==> src/rtl/pe_seq_pkg.sv <==
// Shared types and default sizing for the processing-element sequencer.
// The controller, its interface and the watchdog all import this package.
package pe_seq_pkg;

    localparam int DEF_DW  = 16;
    localparam int DEF_CW  = 8;
    localparam int DEF_TMO = 255;

    typedef enum logic [1:0] {
        IDLE = 2'd0,
        FEED = 2'd1,
        WAIT = 2'd2,
        HOLD = 2'd3
    } state_t;

endpackage

==> src/rtl/pe_seq_ctrl_if.sv <==
// Host-side bundle of the sequencer: command, operand stream and result handshakes.
// The master modport is the host side; the slave modport is the sequencer side.
interface pe_seq_ctrl_if
    import pe_seq_pkg::*;
#(
    parameter int DW = DEF_DW,
    parameter int CW = DEF_CW
);

    logic                 cmd_valid;
    logic                 cmd_ready;
    logic [CW-1:0]        cmd_len;

    logic                 op_valid;
    logic                 op_ready;
    logic signed [DW-1:0] op_a;
    logic signed [DW-1:0] op_b;

    logic                 res_valid;
    logic                 res_ready;
    logic signed [DW-1:0] res_sum;
    logic                 res_sat;
    logic                 res_err;

    modport master (
        output cmd_valid, cmd_len, op_valid, op_a, op_b, res_ready,
        input  cmd_ready, op_ready, res_valid, res_sum, res_sat, res_err
    );

    modport slave (
        input  cmd_valid, cmd_len, op_valid, op_a, op_b, res_ready,
        output cmd_ready, op_ready, res_valid, res_sum, res_sat, res_err
    );

endinterface

==> src/rtl/pe_seq_tmr.sv <==
// Watchdog counter for the wait-for-result phase.
// Counts enabled cycles from zero and sticks at TMO, where expired is raised.
module pe_seq_tmr
    import pe_seq_pkg::*;
#(
    parameter int TMO = DEF_TMO
) (
    input  logic clk,
    input  logic rst_n,
    input  logic clear,
    input  logic enable,
    output logic expired
);

    localparam int            TW    = $clog2(TMO + 1);
    localparam logic [TW-1:0] LIMIT = TW'(TMO);

    logic [TW-1:0] count;

    always_ff @(posedge clk) begin
        if (!rst_n || clear) begin
            count <= '0;
        end else if (enable && count != LIMIT) begin
            count <= count + 1'b1;
        end
    end

    assign expired = (count == LIMIT);

endmodule

==> src/rtl/pe_seq_ctrl.sv <==
// Sequencer for one systolic PE: takes a dot-product command, streams operand pairs
// into the PE FIFOs, then returns the PE's final sum on a valid/ready result port.
module pe_seq_ctrl
    import pe_seq_pkg::*;
#(
    parameter int DW  = DEF_DW,
    parameter int CW  = DEF_CW,
    parameter int TMO = DEF_TMO
) (
    input  logic                 clk,
    input  logic                 rst_n,
    pe_seq_ctrl_if.slave         host,
    output logic signed [DW-1:0] pe_a_in,
    output logic signed [DW-1:0] pe_b_in,
    output logic                 pe_awe,
    output logic                 pe_bwe,
    input  logic                 pe_aff,
    input  logic                 pe_bff,
    output logic [CW-1:0]        pe_max_cntr,
    input  logic                 pe_fout,
    input  logic                 pe_sat,
    input  logic signed [DW-1:0] pe_s_out,
    output logic                 busy
);

    state_t               state;
    state_t               state_nxt;
    logic [CW-1:0]        rem;
    logic                 op_ready_int;
    logic                 fire;
    logic                 tmr_clear;
    logic                 tmr_en;
    logic                 tmr_expired;
    logic signed [DW-1:0] res_sum_q;
    logic                 res_sat_q;
    logic                 res_err_q;

    // Almost-full leaves room for exactly the one registered write still in flight.
    assign op_ready_int = (state == FEED) && !pe_aff && !pe_bff;
    assign fire         = host.op_valid && op_ready_int;

    assign host.op_ready  = op_ready_int;
    assign host.cmd_ready = (state == IDLE);
    assign host.res_valid = (state == HOLD);
    assign host.res_sum   = res_sum_q;
    assign host.res_sat   = res_sat_q;
    assign host.res_err   = res_err_q;
    assign busy           = (state != IDLE);

    pe_seq_tmr #(
        .TMO (TMO)
    ) u_tmr (
        .clk     (clk),
        .rst_n   (rst_n),
        .clear   (tmr_clear),
        .enable  (tmr_en),
        .expired (tmr_expired)
    );

    always_ff @(posedge clk) begin
        if (!rst_n) begin
            state <= IDLE;
        end else begin
            state <= state_nxt;
        end
    end

    always_comb begin
        state_nxt = state;
        tmr_clear = 1'b0;
        tmr_en    = 1'b0;
        case (state)
            IDLE: begin
                if (host.cmd_valid) begin
                    state_nxt = (host.cmd_len == '0) ? HOLD : FEED;
                end
            end
            FEED: begin
                if (fire && rem == CW'(1)) begin
                    state_nxt = WAIT;
                    tmr_clear = 1'b1;
                end
            end
            WAIT: begin
                tmr_en = 1'b1;
                if (pe_fout || tmr_expired) begin
                    state_nxt = HOLD;
                end
            end
            HOLD: begin
                if (host.res_ready) begin
                    state_nxt = IDLE;
                end
            end
            default: state_nxt = IDLE;
        endcase
    end

    // A real PE sum always beats a watchdog expiry landing in the same cycle.
    always_ff @(posedge clk) begin
        if (!rst_n) begin
            rem         <= '0;
            pe_max_cntr <= '0;
            pe_a_in     <= '0;
            pe_b_in     <= '0;
            pe_awe      <= 1'b0;
            pe_bwe      <= 1'b0;
            res_sum_q   <= '0;
            res_sat_q   <= 1'b0;
            res_err_q   <= 1'b0;
        end else begin
            pe_awe <= fire;
            pe_bwe <= fire;
            if (fire) begin
                pe_a_in <= host.op_a;
                pe_b_in <= host.op_b;
                rem     <= rem - 1'b1;
            end
            if (state == IDLE && host.cmd_valid) begin
                pe_max_cntr <= host.cmd_len;
                rem         <= host.cmd_len;
                if (host.cmd_len == '0) begin
                    res_sum_q <= '0;
                    res_sat_q <= 1'b0;
                    res_err_q <= 1'b1;
                end
            end
            if (state == WAIT) begin
                if (pe_fout) begin
                    res_sum_q <= pe_s_out;
                    res_sat_q <= pe_sat;
                    res_err_q <= 1'b0;
                end else if (tmr_expired) begin
                    res_sum_q <= '0;
                    res_sat_q <= 1'b0;
                    res_err_q <= 1'b1;
                end
            end
        end
    end

endmodule

==> src/flat_wrapper.sv <==
// flat-port wrapper written by rule: the top's interface ports become plain ports
module pe_seq_ctrl_flat import pe_seq_pkg::*;
#(
    parameter int DW  = DEF_DW,
    parameter int CW  = DEF_CW,
    parameter int TMO = DEF_TMO
)
  (clk, rst_n, pe_a_in, pe_b_in, pe_awe, pe_bwe, pe_aff, pe_bff, pe_max_cntr, pe_fout, pe_sat, pe_s_out, busy, host_cmd_valid, host_cmd_len, host_op_valid, host_op_a, host_op_b, host_res_ready, host_cmd_ready, host_op_ready, host_res_valid, host_res_sum, host_res_sat, host_res_err);
  pe_seq_ctrl_if #(.DW(DW), .CW(CW)) host_i ();
  input  logic clk;
  input  logic rst_n;
  output logic signed [DW-1:0] pe_a_in;
  output logic signed [DW-1:0] pe_b_in;
  output logic pe_awe;
  output logic pe_bwe;
  input  logic pe_aff;
  input  logic pe_bff;
  output logic [CW-1:0] pe_max_cntr;
  input  logic pe_fout;
  input  logic pe_sat;
  input  logic signed [DW-1:0] pe_s_out;
  output logic busy;
  input wire logic [$bits(host_i.cmd_valid)-1:0] host_cmd_valid;
  input wire logic [$bits(host_i.cmd_len)-1:0] host_cmd_len;
  input wire logic [$bits(host_i.op_valid)-1:0] host_op_valid;
  input wire logic [$bits(host_i.op_a)-1:0] host_op_a;
  input wire logic [$bits(host_i.op_b)-1:0] host_op_b;
  input wire logic [$bits(host_i.res_ready)-1:0] host_res_ready;
  output wire logic [$bits(host_i.cmd_ready)-1:0] host_cmd_ready;
  output wire logic [$bits(host_i.op_ready)-1:0] host_op_ready;
  output wire logic [$bits(host_i.res_valid)-1:0] host_res_valid;
  output wire logic [$bits(host_i.res_sum)-1:0] host_res_sum;
  output wire logic [$bits(host_i.res_sat)-1:0] host_res_sat;
  output wire logic [$bits(host_i.res_err)-1:0] host_res_err;
  assign host_i.cmd_valid = host_cmd_valid;
  assign host_i.cmd_len = host_cmd_len;
  assign host_i.op_valid = host_op_valid;
  assign host_i.op_a = host_op_a;
  assign host_i.op_b = host_op_b;
  assign host_i.res_ready = host_res_ready;
  assign host_cmd_ready = host_i.cmd_ready;
  assign host_op_ready = host_i.op_ready;
  assign host_res_valid = host_i.res_valid;
  assign host_res_sum = host_i.res_sum;
  assign host_res_sat = host_i.res_sat;
  assign host_res_err = host_i.res_err;
  pe_seq_ctrl #(.DW(DW), .CW(CW), .TMO(TMO)) u_core (.clk(clk), .rst_n(rst_n), .host(host_i), .pe_a_in(pe_a_in), .pe_b_in(pe_b_in), .pe_awe(pe_awe), .pe_bwe(pe_bwe), .pe_aff(pe_aff), .pe_bff(pe_bff), .pe_max_cntr(pe_max_cntr), .pe_fout(pe_fout), .pe_sat(pe_sat), .pe_s_out(pe_s_out), .busy(busy));
endmodule
==> config.mk <==
export PLATFORM = sky130hd
export DESIGN_NAME = pe_seq_ctrl_flat
export DESIGN_NICKNAME = d
export VERILOG_FILES = /design/src/rtl/pe_seq_pkg.sv /design/src/rtl/pe_seq_ctrl_if.sv /design/src/rtl/pe_seq_tmr.sv /design/src/rtl/pe_seq_ctrl.sv /design/src/flat_wrapper.sv
export SDC_FILE = /design/constraint.sdc
export NUM_CORES = 1
export LEC_CHECK = 0
export CAP_MARGIN = 20
export CORE_UTILIZATION = 43
export DETAILED_ROUTE_END_ITERATION = 10
export PLACE_DENSITY_LB_ADDON = 0.2
export SLEW_MARGIN = 20
export SYNTH_ARGS = -nofsm -noshare
export SYNTH_HDL_FRONTEND = slang
export SYNTH_HIERARCHICAL = 1
export SYNTH_SLANG_ARGS = --single-unit
==> constraint.sdc <==
create_clock -name clk -period 2.8 [get_ports clk]
set_clock_uncertainty 0.1 [all_clocks]
set_input_delay 0.42 -clock clk [delete_from_list [all_inputs] [get_ports clk]]
set_output_delay 0.42 -clock clk [all_outputs]
set_load 0.01 [all_outputs]
==> impl_metrics.csv, run 1 <==
group,metric,value,unit
outcome,outcome,"complete, no violations",
synth,synthMuxAreaShare,0.643,%
critical_path,rrSetupSlack,0.42,ns
timing,setup_ws,0.419,ns
routing,drc_errors,0,
synth,synth_area,3110,um2
critical_path,cp.arrival,2.55,ns
routing,via_count,3004,
global_routing,track_usage,22.3,%
routing,drt-initial-drc-count,158,
cts,cts_tree,"built",
die,fp.dieArea,7590,um2
critical_path,path_max_fanout,17,
finish,diodes,0,
synth,synth_edf_count,0,
critical_path,cp-start-kind,"flip-flop",
routing,routedWlPerCell,13.8,um
placed_design,routabilityCongestion,0.867,
timing,max_freq,0.420,GHz
timing,drv_slew,0,
synth,ys_warn_count,6,
global_routing,grt_pass1_wl,13.2,mm
cts,post-cts-setup-buffer-count,0,
timing,final-hold-violation-count,0,
timing,min_period_over_period,85.0,%
global_routing,grt_overflow,0,
critical_path,r2r_start,"u_core/u_tmr/count[0]$_SDFFE_PP0P_",
synth,synthCells,365,
synth,synth_seq_area_share,49.5,%
synth,synth-main-ff-cell,"dfxtp_1",
die,fp.dieH,87.1,um
global_routing,grt_max_degree,29,
critical_path,rr_worst_depth,8,
critical_path,cp.required,2.97,ns
timing,relSlewSlack,44.4,%
cts,cts_sinks,77,
synth,synth_top_family_by_area,"simple AND/OR/NAND/NOR gates",
finish,drive_above_1_share,7.65,%
routing,dr.pass1.iters,4,
die,chipWidth,87.1,um
critical_path,endpoint_kind,"flip-flop",
placed_design,dp_slack,0.299,ns
die,core,6910,um2
die,num_rows,30,
synth,yosys.area_share.simple,22.9,%
cts,clockBufferDepth,2,
hold_path,min_to,"u_core/pe_b_in[10]$_SDFFE_PN0P_",
hold_path,worstHoldStart,"u_core/pe_b_in[10]$_SDFFE_PN0P_",
cts,clkTransAtPathRegs,0.08,ns
hold_path,holdPathStages,2,
routing,postRouteWirelength,8.17,mm
timing,rsz0062_at_grt,"no",
cts,cts_resized,0,
synth,synth_fp_nets,438,
die,start_util,45.1,%
cts,clk_latency,0.34,ns
timing,period_minus_slack,2.38,ns
synth,ys_ff_latch,77,
synth,synth.distinct_cells,47,
synth,synth_xor_area_share,1.69,%
timing,finalSetupViolCount,0,
critical_path,worst-setup-path-type,"flip-flop to flip-flop",
critical_path,worstReg2RegEnd,"u_core/host.res_sum[11]$_SDFF_PN0_",
finish,area.growth.synth_to_final,51.1,%
synth,synth_area_per_cell,8.53,um2
power_and_ir_drop,p_leak,1.65,nW
routing,via_per_inst,5.07,
job,maxCapViolations,0,
hold_path,min_path_type,"flip-flop to flip-flop",
cts,cts.htree.levels,3,
placed_design,portBuffers,128,
cts,hold_buffers,0,
timing,tns,0,ns
finish,nets,565,
global_routing,antenna_found_initial,0,
power_and_ir_drop,ir_drop,0.000306,V
synth,synthArstFlopShare,0,%
global_routing,grt_pass1_vias,2884,
routing,detail-route-antenna-nets,0,
synth,synth_fa_ha_area_share,3.21,%
placed_design,hpwlAfterDp,5.93,mm
die,io_pins,129,
cts,clock-root-buffer,"clkbuf_8",
cts,cts-buffers-inserted,9,
timing,worst_pin_slew,0.832,ns
power_and_ir_drop,power.density,639,nW/um2
synth,synth_compound_area_share,18.0,%
==> synth_stat cells, types with 2 or more instances <==
cell type	number	area (um2)
a211oi_1	7	52.6
ha_1	8	100
clkbuf_1	13	48.8
nand4_1	3	18.8
nor2_1	26	97.6
a22oi_1	17	128
nor3b_1	2	15.0
inv_1	9	33.8
mux2i_1	2	20.0
and2_1	2	12.5
nand2_1	90	338
nand3_1	3	15.0
nor4_1	2	12.5
xnor2_1	3	26.3
xor2_1	3	26.3
nor4b_1	3	26.3
a21oi_1	49	245
nor3_1	5	25.0
a31oi_1	3	18.8
buf_1	3	11.3
nand2b_1	3	18.8
buf_2	5	25.0
dfxtp_1	77	1540
o21ai_0	4	20.0
==> kinds of logic (layout without fill, tap and decap cells) <==
logic type / after synthesis / after routing
xor gates and xnor gates: 6 / 6
buffers and inverters: 31 / 163
DFF: 77 / 77
and+or+nand+nor: 152 / 152
muxes: 2 / 2
adders and majority gates: 8 / 8
AOI/OAI and AO/OA: 89 / 89
==> cell type report <==
class                      count  area, um2
inverter                       9       33.8
sequential                    77       1540
tap                           96        120
multi-input combinational    257       1450
clock buffer                  10        138
clock inverter                 6       71.3
timing repair buffer         138       1360
fill                         581       2200
==> worst max-delay path by stage <==
stage	from	endpoint	depth (start not counted)
after floorplan	u_core/u_tmr/count[0]$_SDFFE_PP0P_	u_core/host.res_sum[0]$_SDFF_PN0_	9
after global placement	host_cmd_len[4]	u_core/host.res_sum[10]$_SDFF_PN0_	5
after detailed placement	host_cmd_len[4]	u_core/host.res_sum[9]$_SDFF_PN0_	5
after CTS	u_core/u_tmr/count[0]$_SDFFE_PP0P_	u_core/host.res_sum[13]$_SDFF_PN0_	8
after global routing	u_core/u_tmr/count[0]$_SDFFE_PP0P_	u_core/host.res_sum[4]$_SDFF_PN0_	8
final	u_core/u_tmr/count[0]$_SDFFE_PP0P_	u_core/host.res_sum[11]$_SDFF_PN0_	8
==> cells in the final DEF, fill, tap and decap left out, types with 3 or more instances in the layout <==
cell type,instances
a211oi_1,7
a21oi_1,49
a22oi_1,17
a31oi_1,3
buf_4,10
clkbuf_8,10
clkdlybuf4s50_1,128
dfxtp_1,77
ha_1,8
inv_1,8
nand2_1,90
nand2b_1,3
nand3_1,3
nand4_1,3
nor2_1,26
nor3_1,5
nor4b_1,3
o21ai_0,4
xnor2_1,3
xor2_1,3
==> power by group <==
group          internal [mW]  total [mW]  switching, mW
Combinational          0.438       0.853          0.416
Sequential              1.20        1.29         0.0878
Clock                  0.442       0.864          0.422
==> state kept, by name (all words and copies together), names as in the netlist <==
name,cells
u_core/pe_b_in,16
u_core/host.res_sum,16
u_core/host.res_err,1
u_core/host.res_sat,1
u_core/rem,8
u_core/u_tmr/count,8
u_core/state,2
u_core/pe_max_cntr,8
u_core/pe_bwe,1
u_core/pe_a_in,16
==> stage by stage <==
stage                     util (%)  area (um2)  cells  hold slack [ns]  power [mW]
after floorplan                  -        3110    365            0.361        1.78
after global placement        65.1        4500    577            0.341        2.15
after detailed placement      65.1        4500    577            0.346        2.17
after CTS                     68.2        4710    593            0.358        3.03
after global routing          68.2        4710    593            0.374        3.18
final                         68.2        4710    593            0.356        3.01
==> routing by layer <==
layer | routed length, um | track usage (%) | vias up
met2 | 3960 | 36.9 | 98
met4 | 111 | 8.20 | 0
met1 | 3530 | 28.1 | 1382
li1 | - | - | 1514
met5 | 0 | 0 | -
met3 | 564 | 5.69 | 10
==> worst max-delay path, stage by stage (launching register included) <==
cell     delay (ns)
dfxtp_1        0.35
ha_1           0.25
and4_4         0.22
nand2_1        0.12
inv_1          0.09
o21a_1         0.20
a31oi_2        0.66
a22oi_1        0.16
nor2_1         0.16
No activity file was read; power rests on OpenSTA's default activity.
==> run 2, diff against run 1 <==
ABC_AREA = 1   (was not set)
CORE_UTILIZATION = 44   (was 43)
GPL_TIMING_DRIVEN = 1   (was not set)
==> run 2 against run 1 <==
Clock power fell by 20%. Critical endpoint is now host_op_ready. Synthesized cell count rose by 24%. First-iteration DRC count decreased by 33%. Die area rose by 4.7%. Register-to-register slack gained 0.24 ns. Non-clock buffer count fell by 4. Cell count grew 15%. Largest cell class is now multi-input gates. Critical path type is now flip-flop to output port. Routed wire length up 0.47%. Maximum frequency up 5.7%. Cell area increased by 2.8%.
==> impl_metrics.csv, run 2 <==
group,metric,value,unit
synth,synthMuxAreaShare,0,%
synth,synth_fa_ha_area_share,3.00,%
timing,relSlewSlack,52.9,%
synth,yosys.area_share.simple,31.1,%
global_routing,track_usage,21.6,%
routing,postRouteWirelength,8.21,mm
die,core,7290,um2
job,maxCapViolations,0,
critical_path,r2r_start,"u_core/u_tmr/count[0]$_SDFFE_PP0P_",
placed_design,dp_slack,0.576,ns
routing,detail-route-antenna-nets,0,
routing,routedWlPerCell,12.0,um
synth,synth-main-ff-cell,"dfxtp_1",
cts,clk_latency,0.34,ns
timing,worst_pin_slew,0.706,ns
global_routing,grt_overflow,0,
routing,via_per_inst,4.80,
cts,cts_resized,0,
cts,cts-buffers-inserted,9,
critical_path,path_max_fanout,4,
finish,multi_input_area,1560,um2
critical_path,worst-setup-path-type,"flip-flop to output port",
synth,synth_seq_area_share,46.2,%
cts,clock-root-buffer,"clkbuf_8",
synth,synth_edf_count,0,
global_routing,grt_pass1_vias,2955,
timing,setup_ws,0.547,ns
routing,dr.pass1.iters,4,
finish,n_fill_cell,646,
die,chipWidth,89.1,um
timing,worst_hold_slack,0.372,ns
die,io_pins,129,
timing,max_freq,0.444,GHz
die,num_rows,31,
critical_path,rrSetupSlack,0.66,ns
finish,diodes,0,
synth,synth_area_leaders,"dfxtp_1 46%, nor2_1 10%, nand2_1 10%",
power_and_ir_drop,power.density,627,nW/um2
cts,clkTransAtPathRegs,0.07,ns
hold_path,min_to,"u_core/u_tmr/count[5]$_SDFFE_PP0P_",
cts,cts.htree.levels,3,
finish,layout_common_cells,"128 x clkdlybuf4s50_1, 92 x nor2_1, 89 x nand2_1",
power_and_ir_drop,ir_drop,0.000387,V
finish,drive_above_1_share,6.16,%
routing,drt-initial-drc-count,106,
synth,synthCells,454,
routing,drc_errors,0,
finish,seq_area,1540,um2
critical_path,worst_path_max_delay_cell,"clkdlybuf4s50_1",
global_routing,grt_max_degree,36,
synth,synth_fp_nets,527,
synth,synth_common_cells,"92 x nor2_1, 89 x nand2_1, 77 x dfxtp_1",
finish,stdcell_area,4840,um2
synth,synthArstFlopShare,0,%
synth,synth_area_per_cell,7.36,um2
critical_path,cp.required,2.28,ns
cts,post-cts-setup-buffer-count,0,
die,fp.dieH,89.1,um
finish,area.growth.synth_to_final,44.9,%
timing,drv_slew,0,
timing,min_period_over_period,80.5,%
synth,synth_top_family_by_area,"simple AND/OR/NAND/NOR gates",
global_routing,grt_pass1_wl,13.3,mm
finish,nets,652,
timing,tns,0,ns
finish,fin_cells,683,
timing,rsz0062_at_grt,"no",
hold_path,worstHoldStart,"u_core/u_tmr/count[5]$_SDFFE_PP0P_",
hold_path,holdPathStages,2,
cts,cts_sinks,77,
timing,finalSetupViolCount,0,
timing,period_minus_slack,2.25,ns
hold_path,min_path_type,"flip-flop to flip-flop",
critical_path,max_stage_delay,0.52,ns
placed_design,hpwlAfterDp,6.00,mm
synth,yosys.area.top_type_share,46.2,%
synth,synth_most_common_cell,"nor2_1",
synth,synth.distinct_cells,32,
timing,final-hold-violation-count,0,
die,start_util,45.8,%
global_routing,antenna_found_initial,0,
critical_path,rr_worst_depth,8,
critical_path,crit_top_cell,"inv_1",
placed_design,routabilityCongestion,0.807,
placed_design,place_inst,667,
critical_path,cp-start-kind,"flip-flop",
die,fp.dieArea,7940,um2
finish,layout_commonest_cell,"clkdlybuf4s50_1",
critical_path,worstReg2RegEnd,"u_core/host.res_sum[1]$_SDFF_PN0_",
cts,cts_tree,"built",
critical_path,endpoint_kind,"output port",
synth,ys_warn_count,6,
cts,hold_buffers,0,
synth,synth_xor_area_share,0.525,%
routing,via_count,3276,
critical_path,cp.arrival,1.73,ns
outcome,outcome,"complete, no violations",
power_and_ir_drop,p_leak,1.90,nW
placed_design,portBuffers,128,
synth,netlist.top_cell.by_area,"dfxtp_1",
placed_design,placed_area,4690,um2
critical_path,path_cells,"inv_1 -> ha_1 -> nand3_1 -> inv_1 -> clkdlybuf4s50_1",
synth,synth_area,3340,um2
synth,ys_ff_latch,77,
synth,synth_compound_area_share,12.1,%
cts,clockBufferDepth,2,
run 2: changes by cell type after synthesis, moves of 4 or more:
cell	before	now
clkbuf_1	13	9
nor3_1	5	0
o21ai_0	4	35
nor2_1	26	92
nand3_1	3	33
a22oi_1	17	0
a211oi_1	7	0
a21oi_1	49	35
inv_1	9	31
run 2: layout make-up:
class                   count  share of cell area, %
well taps                  99                   2.56
repair buffers            134                   27.4
multi-input cells         321                   32.2
clock buffers              14                   2.95
clock inverters             2                  0.207
inverters                  36                   2.82
flip-flops and latches     77                   31.9
run 2: through the flow:
step	util [%]	total power, mW
3_5_place_dp	64.3	2.37
4_1_cts	66.4	3.06
3_3_place_gp	64.3	2.34
6_report	66.4	3.03
2_1_floorplan	-	1.96
5_1_grt	66.4	3.26
run 2: how the worst max path moves through the flow:
stage	startpoint	end	slack [ns]	depth (start not counted)
finish	u_core/state[1]$_SDFFE_PN0P_	host_op_ready	0.55	5
global route	u_core/state[1]$_SDFFE_PN0P_	host_op_ready	0.42	5
CTS	u_core/state[1]$_SDFFE_PN0P_	host_op_ready	0.51	5
detailed placement	host_cmd_valid	u_core/host.res_sum[12]$_SDFF_PN0_	0.58	6
global placement	host_cmd_valid	u_core/host.res_sum[12]$_SDFF_PN0_	0.61	6
floorplan	u_core/state[1]$_SDFFE_PN0P_	u_core/u_tmr/count[5]$_SDFFE_PP0P_	0.79	8
run 2: report_power, final:
group	internal (mW)	switching, mW	total, mW
logic	0.485	0.546	1.03
clock network	0.321	0.371	0.693
registers	1.22	0.0893	1.31
total	2.03	1.01	3.03
run 2: cell families after synthesis:
logic type	after synthesis
buffers and inverters	56
AO/OA/AOI/OAI	77
flip-flops	77
AND/OR/NAND/NOR	234
adder cells (fa/ha/maj)	8
XOR/XNOR	2
run 2: per-layer routing:
metal / vias up / GRT usage (%) / share of wire, % / wire length, um
li1: 1701 / - / - / -
met1: 1494 / 27.3 / 45 / 3710
met2: 77 / 36.3 / 50 / 4060
met3: 4 / 3.88 / 4.8 / 391
met4: 0 / 9.09 / 0.45 / 37
met5: - / 0 / 0 / 0
run 2: critical path, delay by kind of cell, from the launching register on:
family | cells | cell delay, ns
DFF | 1 | 0.33
buffers and inverters | 3 | 0.70
and+or+nand+nor | 1 | 0.10
adders and majority gates | 1 | 0.27
==> run 3, diff against run 2 <==
clock period = 2.4 ns   (was 2.8 ns; I/O delays follow)
==> run 3 against run 2 <==
Sequential share of layout area down 0.66 points. Cell area up 2.1%. Highest routed layer unchanged. Critical endpoint unchanged. Routed wire length grew 3.4%.
==> impl_metrics.csv, run 3 (synthesized netlist as in run 2, its figures left out) <==
group,metric,value,unit
cts,cts_sinks,77,
critical_path,endpoint_kind,"output port",
global_routing,track_usage,21.9,%
finish,layout_commonest_cell,"clkdlybuf4s50_1",
die,io_pins,129,
die,fp.dieH,89.1,um
timing,drv_slew,0,
timing,min_period_over_period,93.5,%
die,start_util,45.8,%
global_routing,grt_pass1_wl,13.4,mm
global_routing,antenna_found_initial,0,
cts,post-cts-setup-buffer-count,0,
die,num_rows,31,
placed_design,hpwlAfterDp,6.07,mm
placed_design,portBuffers,128,
timing,rsz0062_at_grt,"no",
timing,period_minus_slack,2.25,ns
timing,relSlewSlack,64.5,%
timing,final-hold-violation-count,0,
die,core,7290,um2
placed_design,place_inst,668,
timing,finalSetupViolCount,0,
finish,stdcell_area,4940,um2
timing,max_freq,0.445,GHz
placed_design,routabilityCongestion,0.828,
critical_path,rr_worst_depth,6,
routing,detail-route-antenna-nets,0,
job,maxCapViolations,0,
power_and_ir_drop,p_leak,1.95,nW
global_routing,grt_max_degree,33,
routing,via_count,3313,
finish,layout_common_cells,"128 x clkdlybuf4s50_1, 92 x nor2_1, 89 x nand2_1",
routing,via_per_inst,4.84,
cts,cts_resized,0,
die,chipWidth,89.1,um
timing,tns,0,ns
global_routing,grt_pass1_vias,2943,
die,fp.dieArea,7940,um2
critical_path,worst-setup-path-type,"flip-flop to output port",
critical_path,cp.required,1.94,ns
timing,worst_pin_slew,0.532,ns
critical_path,cp.arrival,1.79,ns
finish,fin_cells,684,
finish,area.growth.synth_to_final,48.0,%
cts,cts_tree,"built",
finish,diodes,0,
timing,worst_hold_slack,0.371,ns
power_and_ir_drop,ir_drop,0.000469,V
finish,nets,653,
timing,setup_ws,0.155,ns
cts,clk_latency,0.34,ns
outcome,outcome,"complete, no violations",
cts,clkTransAtPathRegs,0.08,ns
finish,fin_util,67.8,%
routing,drc_errors,0,
critical_path,cp-start-kind,"flip-flop",
cts,cts.htree.levels,3,
routing,postRouteWirelength,8.48,mm
routing,dr.pass1.iters,4,
placed_design,placed_area,4690,um2
finish,drive_above_1_share,7.01,%
cts,cts-buffers-inserted,9,
cts,clock-root-buffer,"clkbuf_8",
routing,drt-initial-drc-count,123,
hold_path,holdPathStages,2,
power_and_ir_drop,power,3.97,mW
routing,routedWlPerCell,12.4,um
placed_design,dp_slack,0.386,ns
global_routing,grt_overflow,0,
power_and_ir_drop,power.density,803,nW/um2
hold_path,min_path_type,"flip-flop to flip-flop",
finish,n_fill_cell,665,
cts,hold_buffers,0,
cts,clockBufferDepth,2,
critical_path,path_max_fanout,4,
run 3: path summary, 6_finish.rpt:
| path | startpoint | to | slack [ns] |
|---|---|---|---|
| max reg2reg | u_core/state[0]$_SDFFE_PN0P_ | u_core/host.res_sum[8]$_SDFF_PN0_ | 0.47 |
| min | u_core/pe_max_cntr[7]$_SDFFE_PN0N_ | u_core/pe_max_cntr[7]$_SDFFE_PN0N_ | 0.37 |
| min reg2reg | u_core/pe_max_cntr[7]$_SDFFE_PN0N_ | u_core/pe_max_cntr[7]$_SDFFE_PN0N_ | 0.37 |
| max | u_core/state[1]$_SDFFE_PN0P_ | host_op_ready | 0.15 |
run 3: layout make-up:
type	instances	area, um2	area share, %
clock buffer	11	141	2.86
clock inverter	5	106	2.15
inverter	36	136	2.76
multi-input combinational	321	1560	31.5
sequential	77	1540	31.2
tap	99	124	2.51
timing repair buffer	135	1330	27.0
run 3: worst max-delay path, stage by stage, from the launching register on:
cell	delay (ns)
dfxtp_1	0.33
inv_1	0.14
ha_1	0.29
nand3_1	0.10
inv_1	0.06
clkdlybuf4s50_1	0.52
run 3: layer usage:
metal	wire (um)	up-vias	global-route usage (%)
li1	-	1706	-
met1	3830	1513	28.7
met2	4130	88	35.7
met3	448	6	4.89
met4	73	0	7.22
met5	0	-	0
run 3: power breakdown:
group / total [mW] / internal, mW / switching, mW
registers: 1.52 / 1.42 / 0.101
clock network: 1.21 / 0.724 / 0.484
logic: 1.24 / 0.579 / 0.657
total: 3.97 / 2.73 / 1.24
